[config.mk]
export PLATFORM = sky130hd
export DESIGN_NAME = imem_boot_loader
export DESIGN_NICKNAME = d
export VERILOG_FILES = /design/src/rtl/imem_boot_loader_pkg.sv /design/src/rtl/imem_boot_loader_byte_packer.sv /design/src/rtl/imem_boot_loader.sv
export SDC_FILE = /design/constraint.sdc
export NUM_CORES = 1
export LEC_CHECK = 0
export CAP_MARGIN = 25
export CORE_ASPECT_RATIO = 0.75
export CORE_UTILIZATION = 45
export CTS_CLUSTER_DIAMETER = 200
export DETAILED_ROUTE_END_ITERATION = 8
export DONT_BUFFER_PORTS = 1
export GPL_ROUTABILITY_DRIVEN = 0
export GPL_TIMING_DRIVEN = 0
export PLACE_DENSITY = 0.67
export SYNTH_ARGS = -nofsm -noshare
export SYNTH_HDL_FRONTEND = slang
export SYNTH_SLANG_ARGS = --single-unit
[constraint.sdc]
create_clock -name clk -period 4.32 [get_ports clk]
set_clock_uncertainty 0.05 [all_clocks]
set_input_delay 0.648 -clock clk [delete_from_list [all_inputs] [get_ports clk]]
set_output_delay 0.648 -clock clk [all_outputs]
set_load 0.005 [all_outputs]
[src/rtl/imem_boot_loader_pkg.sv]
// Shared types and constants for the instruction-memory boot loader.
// Default geometry matches the core's instruction memory; the top exposes it as parameters.
package imem_boot_loader_pkg;

    localparam int CORE_ADDR_WIDTH = 10;
    localparam int CORE_DATA_WIDTH = 32;
    localparam int DATA_BYTES      = CORE_DATA_WIDTH / 8;
    localparam int LOADER_BYTES    = DATA_BYTES;

    typedef enum logic [1:0] {
        LD_LOAD,
        LD_DONE,
        LD_ERR
    } loader_state_t;

endpackage

[src/rtl/imem_boot_loader_byte_packer.sv]
// Assembles an incoming byte stream little-endian into memory words.
// The write strobe, word and byte-enable mask are combinational on the completing byte.
module imem_boot_loader_byte_packer
    import imem_boot_loader_pkg::*;
#(
    parameter int BYTES = LOADER_BYTES
) (
    input  logic                 clk,
    input  logic                 rst,
    input  logic                 flush,
    input  logic                 byte_valid,
    input  logic [7:0]           byte_data,
    input  logic                 byte_last,
    output logic                 wr_o,
    output logic [8*BYTES-1:0]   word_o,
    output logic [BYTES-1:0]     mask_o
);

    localparam int LANE_W = (BYTES > 1) ? $clog2(BYTES) : 1;

    logic [LANE_W-1:0]  lane_q;
    logic [8*BYTES-1:0] asm_q;
    logic [8*BYTES-1:0] asm_d;

    always_comb begin
        asm_d = asm_q;
        asm_d[8*lane_q +: 8] = byte_data;
        mask_o = '0;
        for (int i = 0; i < BYTES; i++) begin
            mask_o[i] = (i <= int'(lane_q));
        end
        word_o = asm_d;
        wr_o   = byte_valid && (byte_last || (lane_q == LANE_W'(BYTES - 1)));
    end

    // Lanes above the newest byte stay zero because the register clears after every write.
    always_ff @(posedge clk) begin
        if (!rst || flush) begin
            lane_q <= '0;
            asm_q  <= '0;
        end else if (byte_valid) begin
            if (wr_o) begin
                lane_q <= '0;
                asm_q  <= '0;
            end else begin
                lane_q <= lane_q + 1'b1;
                asm_q  <= asm_d;
            end
        end
    end

endmodule

[src/rtl/imem_boot_loader.sv]
// Boot loader: streams an image into instruction memory and holds the core in reset until it is complete.
// Handshake: a byte transfers on a rising edge where s_valid_i and s_ready_o are both high; s_ready_o is a pure function of registered state.
module imem_boot_loader
    import imem_boot_loader_pkg::*;
#(
    parameter int ADDR_WIDTH = CORE_ADDR_WIDTH,
    parameter int DEPTH      = 1 << ADDR_WIDTH,
    parameter int DATA_WIDTH = CORE_DATA_WIDTH
) (
    input  logic                    clk,
    input  logic                    rst,
    input  logic                    start_i,
    input  logic                    s_valid_i,
    input  logic [7:0]              s_data_i,
    input  logic                    s_last_i,
    output logic                    s_ready_o,
    output logic [ADDR_WIDTH-1:0]   waddr_o,
    output logic [DATA_WIDTH-1:0]   wdata_o,
    output logic [DATA_WIDTH/8-1:0] wen_o,
    output logic                    core_rst_o,
    output logic                    load_done_o,
    output logic                    err_o,
    output logic [ADDR_WIDTH:0]     word_cnt_o,
    output logic [31:0]             checksum_o
);

    localparam int                  BYTES     = DATA_WIDTH / 8;
    localparam logic [ADDR_WIDTH:0] DEPTH_IDX = (ADDR_WIDTH + 1)'(DEPTH);

    loader_state_t         state_q;
    loader_state_t         state_d;
    logic                  armed_q;
    logic                  fin_q;
    logic [ADDR_WIDTH:0]   index_q;

    logic                  accept;
    logic                  overflow;
    logic                  pk_valid;
    logic                  finish;
    logic                  restart;
    logic                  pk_wr;
    logic [DATA_WIDTH-1:0] pk_word;
    logic [BYTES-1:0]      pk_mask;

    imem_boot_loader_byte_packer #(
        .BYTES(BYTES)
    ) u_packer (
        .clk        (clk),
        .rst        (rst),
        .flush      (restart),
        .byte_valid (pk_valid),
        .byte_data  (s_data_i),
        .byte_last  (s_last_i),
        .wr_o       (pk_wr),
        .word_o     (pk_word),
        .mask_o     (pk_mask)
    );

    // fin_q covers the cycle between the final write and the DONE transition, so no byte slips in.
    always_comb begin
        state_d   = state_q;
        finish    = 1'b0;
        restart   = 1'b0;
        s_ready_o = armed_q && (state_q == LD_LOAD) && !fin_q;
        accept    = s_valid_i && s_ready_o;
        overflow  = accept && (index_q == DEPTH_IDX);
        pk_valid  = accept && !overflow;
        case (state_q)
            LD_LOAD: begin
                if (overflow) begin
                    state_d = LD_ERR;
                end else if (fin_q) begin
                    state_d = LD_DONE;
                    finish  = 1'b1;
                end
            end
            LD_DONE, LD_ERR: begin
                if (start_i) begin
                    state_d = LD_LOAD;
                    restart = 1'b1;
                end
            end
            default: state_d = LD_LOAD;
        endcase
    end

    always_ff @(posedge clk) begin
        if (!rst) begin
            state_q     <= LD_LOAD;
            armed_q     <= 1'b0;
            fin_q       <= 1'b0;
            index_q     <= '0;
            waddr_o     <= '0;
            wdata_o     <= '0;
            wen_o       <= '0;
            core_rst_o  <= 1'b0;
            load_done_o <= 1'b0;
            err_o       <= 1'b0;
            word_cnt_o  <= '0;
            checksum_o  <= '0;
        end else begin
            state_q <= state_d;
            armed_q <= 1'b1;
            wen_o   <= pk_wr ? pk_mask : '0;
            if (pk_wr) begin
                waddr_o    <= index_q[ADDR_WIDTH-1:0];
                wdata_o    <= pk_word;
                index_q    <= index_q + 1'b1;
                word_cnt_o <= word_cnt_o + 1'b1;
                checksum_o <= checksum_o + 32'(pk_word);
            end
            if (pk_valid && s_last_i) begin
                fin_q <= 1'b1;
            end else if (finish) begin
                fin_q <= 1'b0;
            end
            if (finish) begin
                core_rst_o  <= 1'b1;
                load_done_o <= 1'b1;
            end
            if (overflow) begin
                err_o <= 1'b1;
            end
            if (restart) begin
                core_rst_o  <= 1'b0;
                load_done_o <= 1'b0;
                err_o       <= 1'b0;
                word_cnt_o  <= '0;
                checksum_o  <= '0;
                index_q     <= '0;
            end
        end
    end

endmodule

==> metrics <==
Power, Total about 3200 uW; outcome completed; top_reg_cell synth dfxtp_1; Leakage roughly 0.0032 uW; register area share after synthesis between 30% and 40%; hold_sp rst; syn_area_per_cell 7.80 um2; max cap viols 0; Final Cycle Share 95.1%; final wirelength around 24,000 um; EDFF count, synth 0; Vias about 7.2k; worst skew pair latency about 440 ps; Initial Utilization between 40% and 50%; die area about 18,000 um2; drc violations 0; die width between 150 and 200 um; GR Overflow Total 0; Hold/Removal Path Class primary input to flop; most frequent cells in the layout 149 x nand2_1, 139 x dfxtp_1, 122 x nor2_1; Slew Limit Fails 0; Die Y roughly 120 um; I/O Pins roughly 110; Area growth syn-to-layout 12.4%; Yosys cell types 82; WP data arrival between 4000 and 5000 ps; Pwr Density ~370 nW/um2; Mapped Cells approximately 990; CTS H-tree depth 4; Detail Route Antenna Nets 0; ranking of synthesized cells by area dfxtp_1 36%, nand2_1 7.2%, ha_1 6.8%; Root Driver clkbuf_16; Placed Instances 1,204; asr flop ratio synth 0%; crit end category flop; syn nets 1,045; #FFs+latches synth 140; maximum vdd drop 264 uV; Hold Path Depth 0; n_diodes 0; Ys Warns 0; Post-Syn Area slightly below 8000 um2; Final Hold Viols 0; Max Fclk 243 MHz; vias per cell 5.82; commonest non-fill, non-tap cell in the layout nand2_1; Critical Path RT 4630 ps; Max FO, Critical Path 9; worst slew pin tran 782 ps; drt wl/cell between 15 and 20 um; CTS tree built; Max-slew headroom a little under half; core area between 15,000 and 20,000 um2; initial antenna violation count 0; DR pass1 iterations 5; FF-to-FF path depth 13; Overall Global Routing Usage 27.6%; first-pass GRT wire length 37,000 um; IO Port Bufs 0; Final Setup Violations 0; Final #Nets around 1.1k; FF-to-FF setup slack between 200 and 250 ps; kind of start point of the critical path flop; CTS Buffer Depth 2; Synth top area share between 30% and 40%; Worst Setup Path Type flop to flop; post-layout min period 4110 ps; final setup TNS 0 ps; fillers roughly 1.6k; drt first-iter violations ~650; Sink Count 140; num rows slightly above 40; leading area contributor after synthesis dfxtp_1; number of global-route vias before repair roughly 6.6k; TritonCTS Buffers 17; hpwl dp around 17,000 um; reg2reg end checksum_o[26]; Min-Delay Endpoint armed_q; layout cells sized above 1 about 8.4%; r2r startpoint u_packer.lane_q[0]; RSZ-0062 raised after global routing true; Final Non-Filler Cells 1,235; Reg clk slew, reported paths around 60 ps; largest net degree at the start of global routing 17
==> sequential cells by signal, indices dropped and copies added, names as in the netlist <==
register,count
armed_q,1
checksum_o,32
err_o,1
fin_q,1
index_q,11
load_done_o,1
state_q,2
u_packer.asm_q,32
u_packer.lane_q,2
waddr_o,10
wdata_o,32
wen_o,4
word_cnt_o,11
==> Yosys cell counts (3+ instances only) <==
library cell,n
buf_2,13
o21ai_0,53
a31oi_1,4
and4_1,3
nand3_1,58
a21o_1,14
nor3b_1,31
clkbuf_1,30
ha_1,42
nor3_1,11
nand2_1,149
o21a_1,12
xor2_1,21
o211ai_1,4
nand4_1,12
o21bai_1,3
inv_1,45
dfxtp_1,140
nand3b_1,3
o31ai_1,6
nor2b_1,8
or3_1,4
a21boi_0,5
clkbuf_8,4
nor2_1,123
a21boi_1,8
a211oi_1,7
a21oi_1,85
xnor2_1,16
and3_1,9
buf_6,3
==> report_power, final <==
part	internal, uW	switching (uW)	leakage (uW)	total, uW
sequential	1320	26.2	0.00113	1350
clock	1020	585	0.000308	1610
combinational	78.4	162	0.00180	240
total	2420	773	0.00324	3190
==> logic make-up after synthesis <==
family,after synthesis,share of synthesized area (%)
AO/OA/AOI/OAI,232,19.1
XOR/XNOR,37,4.20
adder cells (fa/ha/maj),43,7.07
buffers and inverters,100,6.36
flip-flops,140,36.3
multiplexers,3,0.405
AND/OR/NAND/NOR,434,26.6
==> metal layers <==
metal	part of all wire, %	vias up	track usage [%]
li1	-	3463	-
met3	11	53	9.84
met1	47	3322	38.5
met2	40	344	39.1
met4	2.2	0	9.16
met5	0	-	0
==> area by class of cell <==
type,count,area [um2],area share (%)
clock inverter,10,161,1.86
clock buffer,21,480,5.54
multi-input combinational,749,4450,51.4
tap,215,269,3.10
inverter,45,169,1.95
timing repair buffer,2,15.0,0.173
sequential,140,2800,32.3
buffer,53,317,3.65
==> worst max-delay path by stage <==
stage                  startpoint  cells past startpoint        endpoint  slack (ps)
6_report       u_packer.lane_q[0]                     13  checksum_o[26]         210
5_1_grt        u_packer.lane_q[0]                     13  checksum_o[26]          -2
4_1_cts        u_packer.lane_q[0]                     16  checksum_o[28]          30
3_5_place_dp   u_packer.lane_q[0]                     15  checksum_o[28]        -160
3_3_place_gp   u_packer.lane_q[0]                     15  checksum_o[28]        -130
2_1_floorplan  u_packer.lane_q[0]                     15  checksum_o[28]         600
==> per-stage QoR <==
step | setup slack [ps] | utilization, % | hold WS [ps] | cell area, um2
floorplan | 595 | - | 382 | 7720
global placement | -126 | 47.6 | 388 | 7990
detailed placement | -157 | 47.6 | 394 | 7990
CTS | 34.8 | 51.5 | 179 | 8640
global route | -2.24 | 51.7 | 170 | 8670
finish | 212 | 51.7 | 187 | 8670
==> worst max-delay path: stages (launching register included) <==
cell       delay [ps]
dfxtp_2           450
inv_1             190
ha_2              460
and4b_2           380
nand2_1            70
o21ai_0           170
ha_1              430
a2111oi_2         490
o21ai_0           240
a41o_1            330
o21ai_2           210
a21oi_1           130
mux2_2            280
o22ai_1           130
==> what timing repair did <==
action,4_1_cts,5_1_grt
gates cloned,0,0
endpoints found under the setup margin,5,8
gates resized for setup,5,8
buffers inserted,0,2
hold buffers,0,0
pin swaps,0,1
No activity file was read; power rests on OpenSTA's default activity.
